<file path="src/rtl/operand_fetch_seq_pkg.sv">
// Shared types and default sizes for the operand fetch sequencer.
package operand_fetch_seq_pkg;

    localparam int unsigned DEF_SIZE    = 16;
    localparam int unsigned DEF_REGBITS = 4;

    typedef enum logic [2:0] {
        IDLE     = 3'd0,
        ADDR     = 3'd1,
        CAPT     = 3'd2,
        ISSUE    = 3'd3,
        WAIT_RES = 3'd4,
        WB       = 3'd5
    } seqState_t;

endpackage

</file>
<file path="src/rtl/opfetch_instr_latch.sv">
// Capture register for one decoded instruction; load on accept, cleared by reset.
module opfetch_instr_latch
    import operand_fetch_seq_pkg::*;
#(
    parameter int unsigned SIZE    = DEF_SIZE,
    parameter int unsigned REGBITS = DEF_REGBITS
) (
    input  logic               clk,
    input  logic               reset,
    input  logic               load,
    input  logic [REGBITS-1:0] inSrc,
    input  logic [REGBITS-1:0] inDst,
    input  logic               inWb,
    input  logic               inUseImm,
    input  logic [SIZE-1:0]    inImm,
    output logic [REGBITS-1:0] src,
    output logic [REGBITS-1:0] dst,
    output logic               wb,
    output logic               useImm,
    output logic [SIZE-1:0]    imm
);

    always_ff @(posedge clk) begin
        if (reset) begin
            src    <= '0;
            dst    <= '0;
            wb     <= 1'b0;
            useImm <= 1'b0;
            imm    <= '0;
        end else if (load) begin
            src    <= inSrc;
            dst    <= inDst;
            wb     <= inWb;
            useImm <= inUseImm;
            imm    <= inImm;
        end
    end

endmodule

</file>
<file path="src/rtl/operand_fetch_seq.sv">
// Register-file operand fetch / ALU issue / writeback sequencer.
// Optional build macro OPFETCH_R0_ZERO_EN hardwires register 0 to zero.
module operand_fetch_seq
    import operand_fetch_seq_pkg::*;
#(
    parameter int unsigned SIZE    = DEF_SIZE,
    parameter int unsigned REGBITS = DEF_REGBITS
) (
    input  logic               clk,
    input  logic               reset,
    input  logic               inValid,
    output logic               inReady,
    input  logic [REGBITS-1:0] inSrc,
    input  logic [REGBITS-1:0] inDst,
    input  logic               inWb,
    input  logic               inUseImm,
    input  logic [SIZE-1:0]    inImm,
    output logic [REGBITS-1:0] rfSrcAddr,
    output logic [REGBITS-1:0] rfDstAddr,
    input  logic [SIZE-1:0]    rfReadData1,
    input  logic [SIZE-1:0]    rfReadData2,
    output logic               rfWriteEn,
    output logic [SIZE-1:0]    rfWriteData,
    output logic               opValid,
    input  logic               opReady,
    output logic [SIZE-1:0]    opA,
    output logic [SIZE-1:0]    opB,
    input  logic               resValid,
    output logic               resReady,
    input  logic [SIZE-1:0]    resData,
    output logic               busy
);

    seqState_t          state;
    logic               accept;
    logic [REGBITS-1:0] src;
    logic [REGBITS-1:0] dst;
    logic               wb;
    logic               useImm;
    logic [SIZE-1:0]    imm;
    logic [SIZE-1:0]    capA;
    logic [SIZE-1:0]    capB;
    logic               wbAllowed;

    assign accept = (state == IDLE) && inValid;

    opfetch_instr_latch #(
        .SIZE    (SIZE),
        .REGBITS (REGBITS)
    ) u_latch (
        .clk      (clk),
        .reset    (reset),
        .load     (accept),
        .inSrc    (inSrc),
        .inDst    (inDst),
        .inWb     (inWb),
        .inUseImm (inUseImm),
        .inImm    (inImm),
        .src      (src),
        .dst      (dst),
        .wb       (wb),
        .useImm   (useImm),
        .imm      (imm)
    );

    // Operand selection at capture, with optional r0-as-zero masking.
`ifdef OPFETCH_R0_ZERO_EN
    assign capA      = (dst == '0) ? '0 : rfReadData1;
    assign capB      = useImm ? imm : ((src == '0) ? '0 : rfReadData2);
    assign wbAllowed = (dst != '0);
`else
    assign capA      = rfReadData1;
    assign capB      = useImm ? imm : rfReadData2;
    assign wbAllowed = 1'b1;
`endif

    always_ff @(posedge clk) begin
        if (reset) begin
            state       <= IDLE;
            opA         <= '0;
            opB         <= '0;
            rfWriteData <= '0;
        end else begin
            case (state)
                IDLE:     if (inValid) state <= ADDR;
                ADDR:     state <= CAPT;
                CAPT: begin
                    opA   <= capA;
                    opB   <= capB;
                    state <= ISSUE;
                end
                ISSUE:    if (opReady) state <= WAIT_RES;
                WAIT_RES: begin
                    if (resValid) begin
                        rfWriteData <= resData;
                        state       <= wb ? WB : IDLE;
                    end
                end
                WB:       state <= IDLE;
                default:  state <= IDLE;
            endcase
        end
    end

    // Addresses come straight from the latch so they only move on accept.
    assign rfSrcAddr = src;
    assign rfDstAddr = dst;

    assign inReady   = (state == IDLE);
    assign opValid   = (state == ISSUE);
    assign resReady  = (state == WAIT_RES);
    assign busy      = (state != IDLE);
    assign rfWriteEn = (state == WB) && wbAllowed;

endmodule

</file>
<file path="config.mk">
export PLATFORM = sky130hd
export DESIGN_NAME = operand_fetch_seq
export DESIGN_NICKNAME = d
export VERILOG_FILES = /design/src/rtl/operand_fetch_seq_pkg.sv /design/src/rtl/opfetch_instr_latch.sv /design/src/rtl/operand_fetch_seq.sv
export SDC_FILE = /design/constraint.sdc
export NUM_CORES = 1
export LEC_CHECK = 0
export CAP_MARGIN = 20
export CORE_ASPECT_RATIO = 1.2
export CORE_MARGIN = 2
export CORE_UTILIZATION = 44
export DETAILED_ROUTE_END_ITERATION = 10
export PLACE_DENSITY = 0.84
export SYNTH_ARGS = -nofsm -noshare
export SYNTH_HDL_FRONTEND = slang
export SYNTH_SLANG_ARGS = --single-unit
</file>
<file path="constraint.sdc">
create_clock -name clk -period 2.5 [get_ports clk]
set_clock_uncertainty 0.1 [all_clocks]
set_input_delay 0.5 -clock clk [delete_from_list [all_inputs] [get_ports clk]]
set_output_delay 0.5 -clock clk [all_outputs]
set_load 0.02 [all_outputs]
</file>
Word-level counts from Yosys, hierarchy flattened
Cells that the tools add are included.
- flip-flop bits (word level): 77
- output and inout port bits: 61
- equal/unequal tests: 8
- mux-type cells: 6
- reduce and logical (&&, ||, !) cells: 5
- operators with widths (operator ; count):
    $mux 16 ; 1
    $pmux 3 s5 ; 1
    $mux 3 ; 4
    $eq 3x2->1 const B ; 2
    $eq 3x3->1 const B ; 2
    $ne 2x2->1 const B ; 2
    $eq 3x1->1 const B ; 1
    $logic_not 3->1 ; 1
    $reduce_and 3->1 ; 1
    $reduce_bool 3->1 ; 1
    $ne 2x1->1 const B ; 1
    $reduce_and 2->1 ; 1
    $logic_and 1x1->1 ; 1

Depth between registers and ports, before layout
- depth after elaboration: 3
- depth in mapped cells: 6

Cells and area by module
Synthesis repeated with hierarchy kept, for this count alone.
- cells, all modules: 324
- area total of the unflattened synthesis: 2991.6 sq um
- by module, submodules not included (module ; times used ; cells each ; area an instance (sq um) ; sequential area each (sq um)):
    operand_fetch_seq ; 1 ; 240 ; 2048.2 ; 1021.0
    opfetch_instr_latch ; 1 ; 84 ; 943.4 ; 520.5

Worst setup path before layout
Ideal clock, no wire load.
- path type: register to output
- start point: reg state[0]
- end point: out resReady
- data arrival time: 1.188 ns
- data required time: 1.900 ns
- path slack: 0.712 ns
- cell stages (with the launch flop): 3
- cell sequence: dfxtp_1 > buf_2 > nor3b_1
- longest elaborated chain between the ends: 1
- RTL lines (what ; line ; source):
    start, declared ; operand_fetch_seq.sv:34 ; seqState_t state;
    start signal, assigned ; operand_fetch_seq.sv:96 ; state <= wb ? WB : IDLE;
    $eq 3x3->1 ; operand_fetch_seq.sv:111 ; assign resReady = (state == WAIT_RES);
    end, declared ; operand_fetch_seq.sv:29 ; output logic resReady,
Every way passes these cells.

Worst setup path after layout
- start point: reg state[2]
- end point: out inReady
- longest elaborated chain between the ends: 1
- RTL lines (what ; line ; source):
    $logic_not 3->1 ; operand_fetch_seq.sv:109 ; assign inReady = (state == IDLE);
    end, declared ; operand_fetch_seq.sv:12 ; output logic inReady,
Every way passes these cells.

==> metrics.txt <==
max-cap violation count 0; relative slew slack 60.1%; Sw Pwr between 0.9 and 1 mW; CTS Sinks 77; Worst-path clk slew 80 ps; slowest CP cell clkdlybuf4s50_1; clk_lat worst skew 340 ps; Int Power between 2 and 2.5 mW; Core ar. 6490 µm²; pwr/cell area between 600 and 700 nW/µm²; # DRC 0; Critical Path End Type output port; all-layer global routing usage 21.7%; initial antenna violation count 0; 1st-iter DRT viols between 70 and 80; worst hold start opA[11]; Hold Vio Cnt, Final 0; via count ~2900; clk buf depth 2; dpl hpwl ~5.7 mm; total gr overflow 0; setup ws final approximately 80 ps; Mapped Cells between 300 and 400; Critical Path, Cell by Cell or3_1 > inv_1 > clkdlybuf4s50_1; fmax 413 MHz; Slew Limit Fails 0; IO Port Bufs around 140; CTS Buf Count 9; # rows 32; Worst EP required between 1500 and 2000 ps; WL/cell ~14 µm; Reg power frac between 40% and 50%; total I/O pin count 140; mean area per synthesized cell ~8.4 µm²; Combinational Power Share 25.3%; first-pass GRT wire length about 13 mm; critical path data arrival time between 1500 and 2000 ps; share of cells above drive strength 1 6.91%; nature of the critical path startpoint flip-flop; CTS Root Cell clkbuf_8; Reg2Reg Launch Point state[1]; RSZ-0062 raised after global routing false; Largest stage delay, worst path a little over 600 ps; syn nets roughly 440; Layout Nets between 500 and 600; CP Max Fanout 8; WL final a little under 8 mm; Net Sw Frac between 20% and 30%; Post-Place Setup Slack 399 ps; crit path launch state[2]; commonest non-fill, non-tap cell in the layout clkdlybuf4s50_1; status finished, final reports clean; Tmin final 2420 ps; vias per cell 4.95; area of the mapped netlist roughly 3000 µm²; DRT Pass-1 Iters 4; Starting Density 45.9%; ANT cells 0; worst slew pin tran 598 ps; Die ar. about 7500 µm²; worst min-delay path class reg -> reg; synthesis-to-finish area growth 54.5%; Die Ht 94.2 µm; Yosys cell types 26; Setup Total Neg Slack 0 ps; GPL Wtd Cong 0.817; Seq cells post-synth between 70 and 80; CTS tree yes; Clk pwr share ~30%; vias in the first global route approximately 2800; Syn. warnings 0; die width ~79 µm; post-synthesis sequential area ratio roughly 52%; Crit Path Category reg -> out; DRT antenna net count 0; Final Setup Violations 0; fin crit share between 90% and 100%; htree depth 3; largest net degree at the start of global routing 34; # hold bufs at CTS 0; commonest non-fill, non-tap cells in the layout 138 x clkdlybuf4s50_1, 118 x nand2_1, 76 x dfxtp_1; Leak Pwr ~1.6 nW; Peak VDD IR about 0.48 mV
## cells in the mapped netlist
| cell type | number | share of area, % |
|---|---|---|
| or3_1 | 3 | 0.63 |
| nor4b_4 | 1 | 0.80 |
| nor3b_2 | 1 | 0.42 |
| dfxtp_1 | 77 | 52 |
| o31ai_1 | 1 | 0.25 |
| nand2b_1 | 2 | 0.42 |
| a311oi_1 | 1 | 0.29 |
| nand2_1 | 118 | 15 |
| nor2b_1 | 1 | 0.21 |
| or4b_4 | 1 | 0.46 |
| nor2_1 | 18 | 2.3 |
| nor4bb_1 | 1 | 0.34 |
| nand4bb_1 | 1 | 0.38 |
| mux2i_1 | 16 | 5.4 |
| clkbuf_1 | 15 | 1.9 |
| a211o_1 | 1 | 0.29 |
| nor3b_1 | 1 | 0.25 |
| buf_6 | 6 | 2.3 |
| o21ai_0 | 1 | 0.17 |
| buf_2 | 9 | 1.5 |
| a21oi_1 | 59 | 9.9 |
| inv_1 | 2 | 0.25 |
| nand3b_1 | 2 | 0.50 |
| a31oi_1 | 1 | 0.21 |
| or3b_2 | 1 | 0.29 |
| a211oi_1 | 16 | 4.0 |
## power groups by stage
stage          registers, mW  clock network [mW]  logic (mW)
2_1_floorplan           1.52                   0       0.359
3_3_place_gp            1.43                   0       0.784
4_1_cts                 1.41               0.956       0.804
6_report                1.41               0.939       0.797
3_5_place_dp            1.44                   0       0.798
5_1_grt                 1.43                1.01       0.870
## routing by layer
| layer | track usage (%) | share of wire (%) | wire length, µm | up-vias |
|---|---|---|---|---|
| li1 | - | - | - | 1444 |
| met1 | 24.5 | 41 | 3220 | 1285 |
| met2 | 37.9 | 49 | 3900 | 104 |
| met3 | 5.48 | 6.8 | 539 | 21 |
| met4 | 10.2 | 3.1 | 248 | 0 |
| met5 | 0 | 0 | 0 | - |
## worst max-delay path, delay by kind of cell (launching register included)
kind / cells / cell delay, ps
buffers and inverters: 2 / 700
AND/OR/NAND/NOR: 1 / 430
flip-flops: 1 / 360
## worst paths after layout
check	to	slack (ps)	cells past startpoint
min reg2reg	opA[11]	360	2
min	opA[11]	360	2
max reg2reg	opA[13]	790	4
max	inReady	80	3
## sequential cells by signal, summed over array words and instances (netlist names)
signal,cells
opA,16
opB,16
rfWriteData,16
state,3
u_latch.dst,4
u_latch.imm,16
u_latch.src,4
u_latch.useImm,1
u_latch.wb,1
## through the flow
step / cell area (µm²) / total power [mW] / cells / hold WS [ps] / utilization [%]
floorplan: 2980 / 1.88 / 356 / 336 / -
global placement: 4400 / 2.22 / 561 / 341 / 67.8
detailed placement: 4400 / 2.24 / 561 / 347 / 67.8
CTS: 4600 / 3.17 / 577 / 359 / 70.9
global route: 4610 / 3.31 / 577 / 375 / 71.0
finish: 4610 / 3.15 / 577 / 356 / 71.0
## logic make-up after synthesis
| family | share of synthesized area (%) |
|---|---|
| AO/OA/AOI/OAI | 15.2 |
| buffers and inverters | 5.92 |
| flip-flops | 51.7 |
| multiplexers | 5.37 |
| AND/OR/NAND/NOR | 21.8 |
## repair_timing
item                       4_1_cts  5_1_grt
buffers inserted                 0        0
resized for setup                0        2
setup endpoints to repair        0        3
## final cells by class
type,count,area (µm²)
fillers,520,1880
clock inverters,5,58.8
clock buffers,11,141
repair buffers,150,1470
inverters,2,7.51
multi-input cells,247,1280
well taps,85,106
flip-flops and latches,77,1540
Power figures use the tool's default switching activity.
